**src/rtl/ewtag_offset_ctrl.sv**
```systemverilog
// Event Window tag offset controller: picks the EW offset (DCS, SERIAL or AUTO-captured),
// freezes it for the spill, converts heartbeat tags to EW tags and counts tag discontinuities.
//
// state | meaning
// IDLE  | between spills; non-AUTO offset tracks its source, heartbeats ignored
// ARMED | AUTO spill started, waiting for the first heartbeat to capture the offset
// RUN   | offset frozen; heartbeats converted and continuity-checked
module ewtag_offset_ctrl #(
    parameter int TAG_W    = 48,
    parameter int ERRCNT_W = 16
) (
    input  logic                clk,
    input  logic                reset_n,
    input  logic [1:0]          mode_sel,
    input  logic [TAG_W-1:0]    serial_offset,
    input  logic [TAG_W-1:0]    run_offset,
    input  logic                spill_start,
    input  logic                spill_end,
    input  logic                hb_valid,
    input  logic [TAG_W-1:0]    hb_tag,
    input  logic                clear_err,
    output logic [TAG_W-1:0]    ewtag_offset,
    output logic [TAG_W-1:0]    ewtag,
    output logic                ewtag_valid,
    output logic                underflow,
    output logic [1:0]          state,
    output logic [ERRCNT_W-1:0] seq_err_cnt
);

    typedef enum logic [1:0] {
        ST_IDLE  = 2'b00,
        ST_ARMED = 2'b01,
        ST_RUN   = 2'b10
    } state_t;

    localparam logic [1:0] MODE_SERIAL = 2'b01;
    localparam logic [1:0] MODE_AUTO   = 2'b10;

    state_t                state_q, state_d;
    logic [TAG_W-1:0]      offset_q, offset_d;
    logic [TAG_W-1:0]      ewtag_q, ewtag_d;
    logic                  ewtag_valid_q, ewtag_valid_d;
    logic                  underflow_q, underflow_d;
    logic [TAG_W-1:0]      prev_tag_q, prev_tag_d;
    logic                  first_hb_q, first_hb_d;
    logic [ERRCNT_W-1:0]   err_cnt_q, err_cnt_d;

    logic                  auto_mode;
    logic [TAG_W-1:0]      src_offset;
    logic                  seq_err;

    // Reserved mode 11 falls through to the DCS source.
    always_comb begin
        auto_mode  = (mode_sel == MODE_AUTO);
        src_offset = (mode_sel == MODE_SERIAL) ? serial_offset : run_offset - TAG_W'(1);
    end

    always_comb begin
        state_d       = state_q;
        offset_d      = offset_q;
        ewtag_d       = ewtag_q;
        ewtag_valid_d = 1'b0;
        underflow_d   = underflow_q;
        prev_tag_d    = prev_tag_q;
        first_hb_d    = first_hb_q;
        seq_err       = 1'b0;

        case (state_q)
            ST_IDLE: begin
                if (!auto_mode) begin
                    offset_d = src_offset;
                end
                if (spill_start && !spill_end) begin
                    first_hb_d = 1'b1;
                    state_d    = auto_mode ? ST_ARMED : ST_RUN;
                end
            end
            ST_ARMED: begin
                if (hb_valid) begin
                    offset_d      = hb_tag - TAG_W'(1);
                    ewtag_d       = TAG_W'(1);
                    ewtag_valid_d = 1'b1;
                    underflow_d   = 1'b0;
                    prev_tag_d    = hb_tag;
                    first_hb_d    = 1'b0;
                    state_d       = ST_RUN;
                end
            end
            ST_RUN: begin
                if (hb_valid) begin
                    ewtag_d       = hb_tag - offset_q;
                    ewtag_valid_d = 1'b1;
                    underflow_d   = (hb_tag < offset_q);
                    seq_err       = !first_hb_q && (hb_tag != prev_tag_q + TAG_W'(1));
                    prev_tag_d    = hb_tag;
                    first_hb_d    = 1'b0;
                end
            end
            default: state_d = ST_IDLE;
        endcase

        // Spill boundaries inside a spill act after the same-cycle heartbeat was handled.
        if (state_q == ST_ARMED || state_q == ST_RUN) begin
            if (spill_end) begin
                state_d = ST_IDLE;
            end else if (spill_start) begin
                first_hb_d = 1'b1;
                if (auto_mode) begin
                    state_d = ST_ARMED;
                end else begin
                    offset_d = src_offset;
                    state_d  = ST_RUN;
                end
            end
        end
    end

    always_comb begin
        err_cnt_d = err_cnt_q;
        if (clear_err) begin
            err_cnt_d = '0;
        end else if (seq_err && (err_cnt_q != {ERRCNT_W{1'b1}})) begin
            err_cnt_d = err_cnt_q + ERRCNT_W'(1);
        end
    end

    always_ff @(posedge clk or negedge reset_n) begin
        if (!reset_n) begin
            state_q       <= ST_IDLE;
            offset_q      <= '0;
            ewtag_q       <= '0;
            ewtag_valid_q <= 1'b0;
            underflow_q   <= 1'b0;
            prev_tag_q    <= '0;
            first_hb_q    <= 1'b1;
            err_cnt_q     <= '0;
        end else begin
            state_q       <= state_d;
            offset_q      <= offset_d;
            ewtag_q       <= ewtag_d;
            ewtag_valid_q <= ewtag_valid_d;
            underflow_q   <= underflow_d;
            prev_tag_q    <= prev_tag_d;
            first_hb_q    <= first_hb_d;
            err_cnt_q     <= err_cnt_d;
        end
    end

    assign ewtag_offset = offset_q;
    assign ewtag        = ewtag_q;
    assign ewtag_valid  = ewtag_valid_q;
    assign underflow    = underflow_q;
    assign state        = state_q;
    assign seq_err_cnt  = err_cnt_q;

endmodule

```
**config.mk**
```make
export PLATFORM = sky130hd
export DESIGN_NAME = ewtag_offset_ctrl
export DESIGN_NICKNAME = d
export VERILOG_FILES = /design/src/rtl/ewtag_offset_ctrl.sv
export SDC_FILE = /design/constraint.sdc
export NUM_CORES = 1
export LEC_CHECK = 0
export BUFFER_PORTS_ARGS = -buffer_cell sky130_fd_sc_hd__clkbuf_2
export CAP_MARGIN = 10
export CORE_MARGIN = 2
export CORE_UTILIZATION = 57
export DETAILED_ROUTE_END_ITERATION = 12
export GPL_TIMING_DRIVEN = 0
export PLACE_DENSITY = 0.79
export SKIP_CTS_REPAIR_TIMING = 1
export SLEW_MARGIN = 20
export SYNTH_ARGS = -nofsm -noshare
export SYNTH_HDL_FRONTEND = slang
export SYNTH_SLANG_ARGS = --single-unit
```
**constraint.sdc**
```tcl
create_clock -name clk -period 3.5 [get_ports clk]
set_clock_uncertainty 0.05 [all_clocks]
set_input_delay 0.525 -clock clk [delete_from_list [all_inputs] [get_ports clk]]
set_output_delay 0.525 -clock clk [all_outputs]
set_load 0.01 [all_outputs]
```
==> run_results.csv <==
group,metric,value,unit
pwr,p_int,6771,uW
global_route,track_usage,34.94,%
placement,hpwlAfterDp,35.25,mm
synth,seq_area_frac_synth,30.71,%
finish,multi_input_area,0.008881,mm^2
pwr,power_frac_seq,28.3,%
timing,tightestPinTransition,0.8060,ns
timing,period_needed,3.469,ns
pwr,power_frac_comb,57.4,%
synth,synth_edf_count,0,
floorplan,core,0.02333,mm^2
synth,synthesis.area_per_instance,8.271,um^2
setup_path,crit_type,"reg2reg",
min_path,min_path_type,"in2async",
synth,syn-num-nets,1836,
drt,vias,13650,
synth,syn_inst,1626,
drt,drtPass1Iterations,5,
setup_path,crit_required,3.77,ns
synth,syn-cell-area,0.01345,mm^2
timing,slew_violations,0,
timing,hold_viol,0,
finish,fin_cells,2256,
pwr,power_frac_clock,14.2,%
pwr,ir_drop,0.0003731,V
finish,drive_above_1_share,22.15,%
drt,vias_per_cell,6.049,
finish,seq_area,0.004135,mm^2
floorplan,die_x,157.6,um
placement,placed_cells,2212,
timing,slew_headroom,45.77,%
global_route,use_met2,55.04,%
global_route,grt_max_degree,95,
pwr,p_per_area,799.1,mW/mm^2
synth,synthFlopType,"dfrtp_1",
timing,period_share,99.12,%
finish,synthToLayoutAreaGrowth,19.62,%
floorplan,die_h,157.6,um
floorplan,initial_core_util,57.64,%
setup_path,arrival,3.74,ns
synth,synthArstFlopShare,100.0,%
cts,cts_max_level,4,
global_route,antenna_found_initial,1,
global_route,grt_pass1_wl,66.98,mm
synth,ys_ff_latch,165,
synth,yosys_warnings,0,
finish,fin_nets,2134,
floorplan,row_count,56,
synth,synth.distinct_cells,76,
placement,pre_cts_ws,-0.5775,ns
setup_path,reg2reg_depth,11,
timing,max_freq,0.2882,GHz
cts,cts_inserted_buffers,17,
cts,cts_root_buffer,"clkbuf_16",
setup_path,startpoint_type,"flip-flop",
cts,clock_latency,0.44,ns
pwr,totalPowerFinal,12860,uW
setup_path,r2r-start,"prev_tag_q[8]",
setup_path,crit_start,"prev_tag_q[8]",
finish,nFillCells,1982,
drt,wl_per_cell,19.71,um
drt,first_iter_violations,1183,
pwr,p_sw_share,47.33,%
finish,antennaDiodeCount,0,
drt,wirelength,44.46,mm
drt,postRouteAntennaNets,0,
pwr,power_switching,6085,uW
timing,setup_violations,0,
cts,cts_tree,"done",
pwr,power_leakage,0.007113,uW
global_route,grtUsageMet3,7.446,%
floorplan,dieArea,0.02484,mm^2
timing,whs,0.04578,ns
global_route,grt_use_met1,47.91,%
setup_path,cp-end-kind,"flip-flop",
cts,path_clk_slew,0.07,ns
cts,cts.sinks,165,
global_route,grt_pass1_vias,12620,
timing,setup_tns,0,ns
placement,place_congestion,0.9691,
global_route,top_usage_layer,"met2",
global_route,gr-total-overflow,0,
flow_run,drv_cap,0,
placement,io_buffers,266,
cts,clock_path_buffers,2,
status,status,"finished clean",
floorplan,io_pins,268,
drt,drc,0,
setup_path,path_max_fanout,10,
timing,worst_slack,0.03073,ns
[power groups by stage]
stage / logic [uW] / registers (uW) / clock network, uW
floorplan: 4640 / 3660 / 0
global placement: 6890 / 3560 / 0
detailed placement: 7050 / 3620 / 0
CTS: 7120 / 3590 / 1840
global route: 8090 / 3740 / 1910
finish: 7390 / 3640 / 1830
[synthesized netlist by cell type, drive strengths merged (5+ instances only)]
cell type / count / area [um^2]
dfrtp: 164 / 4104
nand2: 141 / 529.3
a21oi: 119 / 595.6
nor2: 117 / 439.2
o21ai: 104 / 520.5
xor2: 89 / 779.5
xnor2: 88 / 770.7
inv: 80 / 300.3
clkbuf: 72 / 270.3
ha: 57 / 713.2
mux2: 54 / 608.1
nor3: 47 / 235.2
a22oi: 40 / 300.3
o22ai: 40 / 250.2
nand3: 38 / 190.2
nor4: 30 / 217.7
nand4: 29 / 196.4
and3: 27 / 168.9
or4: 25 / 202.7
nor2b: 24 / 150.1
a21o: 22 / 165.2
or3: 20 / 130.1
nand2b: 17 / 106.4
a211oi: 15 / 112.6
and4: 13 / 113.9
nand3b: 13 / 97.59
and2: 11 / 68.82
o21bai: 11 / 82.58
a31oi: 10 / 62.56
buf: 10 / 60.05
o211ai: 8 / 60.06
o31ai: 7 / 52.55
o41ai: 7 / 61.31
o2111ai: 5 / 43.79
o221ai: 5 / 50.04
[cell type report]
type | count | area share [%]
buffer | 77 | 2.007
sequential | 165 | 25.70
tap | 319 | 2.481
multi-input combinational | 1299 | 55.20
clock buffer | 18 | 2.668
inverter | 80 | 1.867
clock inverter | 14 | 0.7777
timing repair buffer | 284 | 9.294
[per-layer routing]
metal  vias up  part of all wire [%]
met1      6380                    43
met2       656                    45
met3        79                   9.3
li1       6529                     -
met4         2                   3.1
met5         -                 0.029
[registers in the layout, summed over array words and instances, names as in the netlist]
signal	cells
prev_tag_q	48
ewtag_offset	48
seq_err_cnt	16
state	2
underflow	1
ewtag	48
first_hb_q	1
ewtag_valid	1
[kinds of logic after synthesis]
kind of cell / count (synthesis) / share of synthesized area, %
buffers and inverters: 162 / 4.689
adders and majority gates: 58 / 5.452
DFF: 165 / 30.71
and+or+nand+nor: 572 / 22.55
AOI/OAI and AO/OA: 435 / 20.33
muxes: 57 / 4.745
xor gates and xnor gates: 177 / 11.53
[path summary, 6_finish.rpt]
kind | end | slack, ns
setup / recovery | seq_err_cnt[13] | 0.03
hold / removal | ewtag[43] | 0.05
setup reg to reg | seq_err_cnt[13] | 0.03
hold reg to reg | ewtag[11] | 0.43
max in group asynchronous | ewtag_offset[11] | 2.47
min in group clk | state[0] | 0.24
[stage by stage]
| step | area, um^2 | util [%] |
|---|---|---|
| global placement | 15180 | 65.06 |
| finish | 16090 | 68.95 |
| CTS | 15770 | 67.59 |
| global route | 16090 | 68.95 |
| detailed placement | 15220 | 65.21 |
| floorplan | 13450 | - |
[critical path, stage by stage (launching register included)]
cell      delay (ns)
dfrtp_1         0.32
clkbuf_4        0.18
and3_4          0.22
nand2_2         0.11
or4b_2          0.65
a22o_1          0.26
or4_4           0.44
nor4_4          0.28
and4_4          0.33
buf_6           0.16
nor4_1          0.07
mux2_2          0.29
[cells in the final DEF (no fill, tap or decap), types with 40 or more instances in the layout]
cell type	synthesis	layout
dfrtp_1	164	160
o21ai_0	103	101
xor2_1	89	88
nand2_1	141	140
a21oi_1	119	118
clkbuf_1	72	68
ha_1	57	57
a22oi_1	40	40
nor3_1	47	46
xnor2_1	88	88
o22ai_1	40	40
clkbuf_2	0	265
inv_1	80	80
mux2_2	54	54
nor2_1	117	117
Note: power is estimated with default switching activity, not from simulation.
